**config.mk**
```make
export PLATFORM = sky130hd
export DESIGN_NAME = regfile_32x64_flat
export DESIGN_NICKNAME = d
export VERILOG_FILES = /design/src/rtl/regfile_32x64_if.sv /design/src/rtl/regfile_32x64.sv /design/src/flat_wrapper.sv
export SDC_FILE = /design/constraint.sdc
export NUM_CORES = 2
export LEC_CHECK = 0
export CAP_MARGIN = 5
export CORE_UTILIZATION = 45
export CTS_BUF_LIST = sky130_fd_sc_hd__clkbuf_8 sky130_fd_sc_hd__clkbuf_16
export DETAILED_ROUTE_END_ITERATION = 6
export HOLD_SLACK_MARGIN = 0.06
export PLACE_DENSITY_LB_ADDON = 0.25
export SLEW_MARGIN = 15
export SYNTH_ARGS = -nofsm -noshare
export SYNTH_HDL_FRONTEND = slang
export SYNTH_SLANG_ARGS = --single-unit
```
**constraint.sdc**
```tcl
create_clock -name clk -period 3.47 [get_ports clk]
set_clock_uncertainty 0.2 [all_clocks]
set_input_delay 0.347 -clock clk [delete_from_list [all_inputs] [get_ports clk]]
set_output_delay 0.347 -clock clk [all_outputs]
set_load 0.02 [all_outputs]
```
**src/rtl/regfile_32x64_if.sv**
```systemverilog
// Register-file access bundle: WB-stage write request plus two ID-stage read ports.
// The master drives the write request and read indices; the register file (slave)
// returns the read data.
interface regfile_32x64_if #(
    parameter int DATA_W = 64,
    parameter int ADDR_W = 5
);
    logic              RegWrite;
    logic [ADDR_W-1:0] WriteRegister;
    logic [DATA_W-1:0] WriteData;
    logic [ADDR_W-1:0] ReadRegister1;
    logic [ADDR_W-1:0] ReadRegister2;
    logic [DATA_W-1:0] ReadData1;
    logic [DATA_W-1:0] ReadData2;

    modport master (
        output RegWrite, WriteRegister, WriteData, ReadRegister1, ReadRegister2,
        input  ReadData1, ReadData2
    );

    modport slave (
        input  RegWrite, WriteRegister, WriteData, ReadRegister1, ReadRegister2,
        output ReadData1, ReadData2
    );
endinterface

```
**src/rtl/regfile_32x64.sv**
```systemverilog
// 32 x 64-bit register file for the ID stage of the 5-stage pipeline.
// Write address is decoded through a 1-to-4 / 1-to-8 demux tree into one-hot
// per-register enables; two combinational read ports. Register ZERO_REG (XZR)
// always reads as zero and can never be written.
// Optional build macro: REGFILE_BYPASS_EN -- forwards the same-cycle WB write
// data onto a read port addressing the register being written.
module regfile_32x64 #(
    parameter int DATA_W   = 64,
    parameter int ADDR_W   = 5,
    parameter int ZERO_REG = 31
) (
    input  logic                  clk,
    input  logic                  reset,
    regfile_32x64_if.slave        bus
);
    localparam int                NUM_REGS = 1 << ADDR_W;
    localparam int                SUB_W    = ADDR_W - 2;
    localparam int                SUB_N    = 1 << SUB_W;
    localparam logic [ADDR_W-1:0] ZERO_IDX = ADDR_W'(ZERO_REG);

    logic [3:0]          grp_en_s;
    logic [NUM_REGS-1:0] en_s;
    logic [DATA_W-1:0]   regs_r [NUM_REGS];

    // First demux stage: the two top address bits select one of four groups.
    always_comb begin
        grp_en_s = 4'b0000;
        if (bus.RegWrite) begin
            case (bus.WriteRegister[ADDR_W-1 -: 2])
                2'd0:    grp_en_s = 4'b0001;
                2'd1:    grp_en_s = 4'b0010;
                2'd2:    grp_en_s = 4'b0100;
                2'd3:    grp_en_s = 4'b1000;
                default: grp_en_s = 4'b0000;
            endcase
        end else begin
            grp_en_s = 4'b0000;
        end
    end

    // Second demux stage: the low address bits pick one register inside the group; XZR never enabled.
    always_comb begin
        en_s = '0;
        for (int g = 0; g < 4; g++) begin
            for (int k = 0; k < SUB_N; k++) begin
                en_s[g*SUB_N + k] = grp_en_s[g] & (bus.WriteRegister[SUB_W-1:0] == SUB_W'(k));
            end
        end
        en_s[ZERO_REG] = 1'b0;
    end

    // Register storage: synchronous reset clears everything and wins over a same-edge write.
    always_ff @(posedge clk) begin
        if (reset) begin
            for (int i = 0; i < NUM_REGS; i++) begin
                regs_r[i] <= '0;
            end
        end else begin
            for (int i = 0; i < NUM_REGS; i++) begin
                if (en_s[i]) begin
                    regs_r[i] <= bus.WriteData;
                end
            end
        end
    end

    // Read port A: 32:1 mux, XZR forced to zero, optional same-cycle forwarding of the WB write.
    always_comb begin
        bus.ReadData1 = '0;
        if (bus.ReadRegister1 == ZERO_IDX) begin
            bus.ReadData1 = '0;
`ifdef REGFILE_BYPASS_EN
        end else if (bus.RegWrite && !reset && (bus.WriteRegister == bus.ReadRegister1)) begin
            bus.ReadData1 = bus.WriteData;
`endif
        end else begin
            bus.ReadData1 = regs_r[bus.ReadRegister1];
        end
    end

    // Read port B: identical to port A on its own index.
    always_comb begin
        bus.ReadData2 = '0;
        if (bus.ReadRegister2 == ZERO_IDX) begin
            bus.ReadData2 = '0;
`ifdef REGFILE_BYPASS_EN
        end else if (bus.RegWrite && !reset && (bus.WriteRegister == bus.ReadRegister2)) begin
            bus.ReadData2 = bus.WriteData;
`endif
        end else begin
            bus.ReadData2 = regs_r[bus.ReadRegister2];
        end
    end
endmodule

```
**src/flat_wrapper.sv**
```systemverilog
// flat-port wrapper written by rule: the top's interface ports become plain ports
module regfile_32x64_flat 
#(
    parameter int DATA_W   = 64,
    parameter int ADDR_W   = 5,
    parameter int ZERO_REG = 31
)
  (clk, reset, bus_RegWrite, bus_WriteRegister, bus_WriteData, bus_ReadRegister1, bus_ReadRegister2, bus_ReadData1, bus_ReadData2);
  regfile_32x64_if #(.DATA_W(DATA_W), .ADDR_W(ADDR_W)) bus_i ();
  input  logic clk;
  input  logic reset;
  input wire logic [$bits(bus_i.RegWrite)-1:0] bus_RegWrite;
  input wire logic [$bits(bus_i.WriteRegister)-1:0] bus_WriteRegister;
  input wire logic [$bits(bus_i.WriteData)-1:0] bus_WriteData;
  input wire logic [$bits(bus_i.ReadRegister1)-1:0] bus_ReadRegister1;
  input wire logic [$bits(bus_i.ReadRegister2)-1:0] bus_ReadRegister2;
  output wire logic [$bits(bus_i.ReadData1)-1:0] bus_ReadData1;
  output wire logic [$bits(bus_i.ReadData2)-1:0] bus_ReadData2;
  assign bus_i.RegWrite = bus_RegWrite;
  assign bus_i.WriteRegister = bus_WriteRegister;
  assign bus_i.WriteData = bus_WriteData;
  assign bus_i.ReadRegister1 = bus_ReadRegister1;
  assign bus_i.ReadRegister2 = bus_ReadRegister2;
  assign bus_ReadData1 = bus_i.ReadData1;
  assign bus_ReadData2 = bus_i.ReadData2;
  regfile_32x64 #(.DATA_W(DATA_W), .ADDR_W(ADDR_W), .ZERO_REG(ZERO_REG)) u_core (.clk(clk), .reset(reset), .bus(bus_i));
endmodule
```
==> flow_summary.toml <==
[status]
outcome = "complete, but fails checks"
violations = "DRC, setup timing"

[timing]
fin_crit_sh_pct = 100
rsz0062_at_grt = "false"
setup_ws_ns = -0.0146
min_period_ns = 3.48
max_freq_mhz = 287
finalMaxSlewViolations = 0
final-hold-violation-count = 0
tns_ns = -0.0146
tightest_slew_ns = 0.825
relSlewSlack_pct = 45.0
setup_viol = 1

[detailed_routing]
wl_um = 370000
firstDrtPassIters = 7
vias = 70116
antenna_left = 0
drtIter0Drc = 11314
drc_errors = 1
via_per_inst = 6.85
wire_per_inst_um = 36.2

[cts]
cts_tree = "yes"
clock_path_buffers = 3
clkTransAtPathRegs_ns = 0.06
root_buffer = "clkbuf_16"
numCtsBuffers = 208
h-tree-depth = 4
clock_sinks = 1984

[place]
placement.io_buffers = 209
dp_cells = 9829
hpwl_um = 225000
place_area_um2 = 108000
gp_congestion = 0.892

[grt]
grt_use_met3_pct = 7.82
grt.total_usage_pct = 33.3
use_met2_pct = 50.8
grt_max_degree = 65
grt_remaining_overflow = 0
use_met1_pct = 44.0
grt_first_pass_wirelength_um = 515000
grt_pass1_vias = 68846
busiest_layer = "met2"
antenna_found_initial = 12

[floorplanning]
core_um2 = 215000
die-area_um2 = 219000
start_util_pct = 45.4
ios = 210
fp.dieW_um = 468
die_h_um = 468
core.rowCount = 170

[yosys]
synth_edf_count = 1984
async_flop_share_pct = 0
synthDistinctLibCells = 45
synth-seq-area-share_pct = 60.9
synth_fa_ha_area_share_pct = 0
synth_xor_area_share_pct = 0
ys_warn_count = 0
muxShareOfSynthArea_pct = 21.2
synth-simple-area-share_pct = 7.98
synth_flop_cell = "edfxtp_1"
synth_nets = 7011
synth_top_family_by_area = "multiplexers"
synth_cells = 6929
ys_seq_elements = 1984
syn-cell-area_um2 = 97800
syn_area_per_cell_um2 = 14.1
synth-compound-area-share_pct = 6.38

[layout]
syn_to_final_growth_pct = 17.1
top_regs = "u_core.regs_r (1984)"
largest_reg_flops = 1984
drive_above_1_share_pct = 23.9
design_area_um2 = 115000
instances_no_fill = 10229
finalCoreUtilization_pct = 53.2
regMostFlops = "u_core.regs_r"
nNetsFinal = 7287
fill_cells = 17587

[run]
drv_cap = 0

[critical_path]
crit_path_end_kind = "output port"
path_max_fanout = 14
cp-start-kind = "input port"
critPathKind = "input port to output port"
cp_cell_sequence = "dlygate4sd2_1 > buf_4 > or2_2 > buf_12 > nor3_1 > a31oi_1 > nand3_1 > clkdlybuf4s50_1"
arrival_ns = 2.94
cpPeakStageDelay_ns = 0.61
slowest_stage = "clkdlybuf4s50_1"
critical_path_required_ns = 2.92

[power]
p_leak_nw = 40.4
power.total_mw = 59.4
power.density_nw_per_um2 = 519
ir_drop_uv = 559

[hold_path]
min-delay-start = "bus_WriteData[17]"
holdPathStages = 3
hold_end = "u_core.regs_r[16][17]$_SDFFCE_PN0P_"
min_path_type = "input port to register"
-- worst max-delay path: cells and delay by family --
kind                   cells  cell delay (ns)
buffers and inverters      4             1.44
and+or+nand+nor            3             0.92
AOI/OAI and AO/OA          1             0.17
-- worst max path at each step --
stage | start | to | cells past startpoint | slack (ns)
after global routing | u_core.regs_r[3][13]$_SDFFCE_PN0P_ | bus_ReadData1[13] | 6 | 0.003
after floorplan | reset | u_core.regs_r[11][0]$_SDFFCE_PN0P_ | 4 | 0.22
after CTS | u_core.regs_r[7][8]$_SDFFCE_PN0P_ | bus_ReadData1[8] | 5 | 0.002
final | bus_ReadRegister1[4] | bus_ReadData1[50] | 8 | -0.01
after detailed placement | bus_ReadRegister1[4] | bus_ReadData1[12] | 8 | -0.57
after global placement | bus_ReadRegister1[4] | bus_ReadData1[12] | 8 | -0.63
-- layout make-up --
class | instances | area [µm²] | area share (%)
Clock inverter | 174 | 1420 | 1.24
Inverter | 65 | 244 | 0.213
Clock buffer | 209 | 5230 | 4.57
Antenna cell | 13 | 32.5 | 0.0284
Timing Repair Buffer | 772 | 8970 | 7.84
Multi-Input combinational cell | 4174 | 35500 | 31.0
Tap cell | 2838 | 3550 | 3.10
Sequential cell | 1984 | 59600 | 52.0
-- power breakdown --
group          switching [mW]  internal [mW]  total [mW]
registers               0.830           28.1        29.0
clock network            9.76           12.2        22.0
logic                    5.06           3.40        8.46
-- routing by layer --
layer / up-vias / wire [µm]
met3: 1177 / 47200
li1: 27474 / -
met4: 0 / 22900
met1: 35863 / 134000
met5: - / 0
met2: 5602 / 166000
-- metrics by stage --
step	hold slack [ns]	setup WS, ns
floorplan	0.520	0.224
global placement	0.889	-0.634
detailed placement	0.904	-0.574
CTS	0.133	0.00209
global route	0.157	0.00314
finish	0.168	-0.0146
-- cells by family (layout without fill, tap and decap cells) --
| logic type | Yosys count | after routing |
|---|---|---|
| AND/OR/NAND/NOR | 1854 | 1854 |
| multiplexers | 1423 | 1423 |
| flip-flops | 1984 | 1984 |
| buffers and inverters | 771 | 1220 |
| AO/OA/AOI/OAI | 897 | 897 |
| other | 0 | 13 |
-- cells in the final DEF, fill, tap and decap left out, types with 35 or more instances in the layout --
master           count
clkinv_1            55
mux2i_1            667
buf_4              391
clkdlybuf4s50_1    104
clkbuf_16          209
nor2_1            1155
edfxtp_1          1984
inv_1              108
nand3_1            157
buf_12             222
a31oi_1             39
nand4_1             65
mux2_2             261
o211ai_1           254
a22oi_1            288
clkinv_2            35
nor3_1              61
nand2_1            238
mux4_2             495
a21oi_1            133
nand2b_1            64
o22ai_1            127
-- Yosys cell counts, types with 109 or more instances --
library cell | number | area [µm²]
a22oi_1 | 291 | 2180
mux2i_1 | 667 | 6680
nand2_1 | 255 | 957
a21oi_1 | 133 | 666
mux2_2 | 261 | 2940
buf_1 | 109 | 409
o22ai_1 | 128 | 801
edfxtp_1 | 1984 | 59600
clkbuf_1 | 304 | 1140
buf_2 | 238 | 1190
mux4_2 | 495 | 11100
nand3_1 | 160 | 801
nor2_1 | 1158 | 4350
o211ai_1 | 254 | 1910
-- timing repair --
action | CTS | global route
hold endpoints to repair | 72 | 0
hold buffers | 1 | 0
setup buffers | 2 | 1
cloned | 0 | 0
pin swaps | 5 | 5
endpoints found under the setup margin | 71 | 22
resized for setup | 57 | 22
No activity file was read; power rests on OpenSTA's default activity.
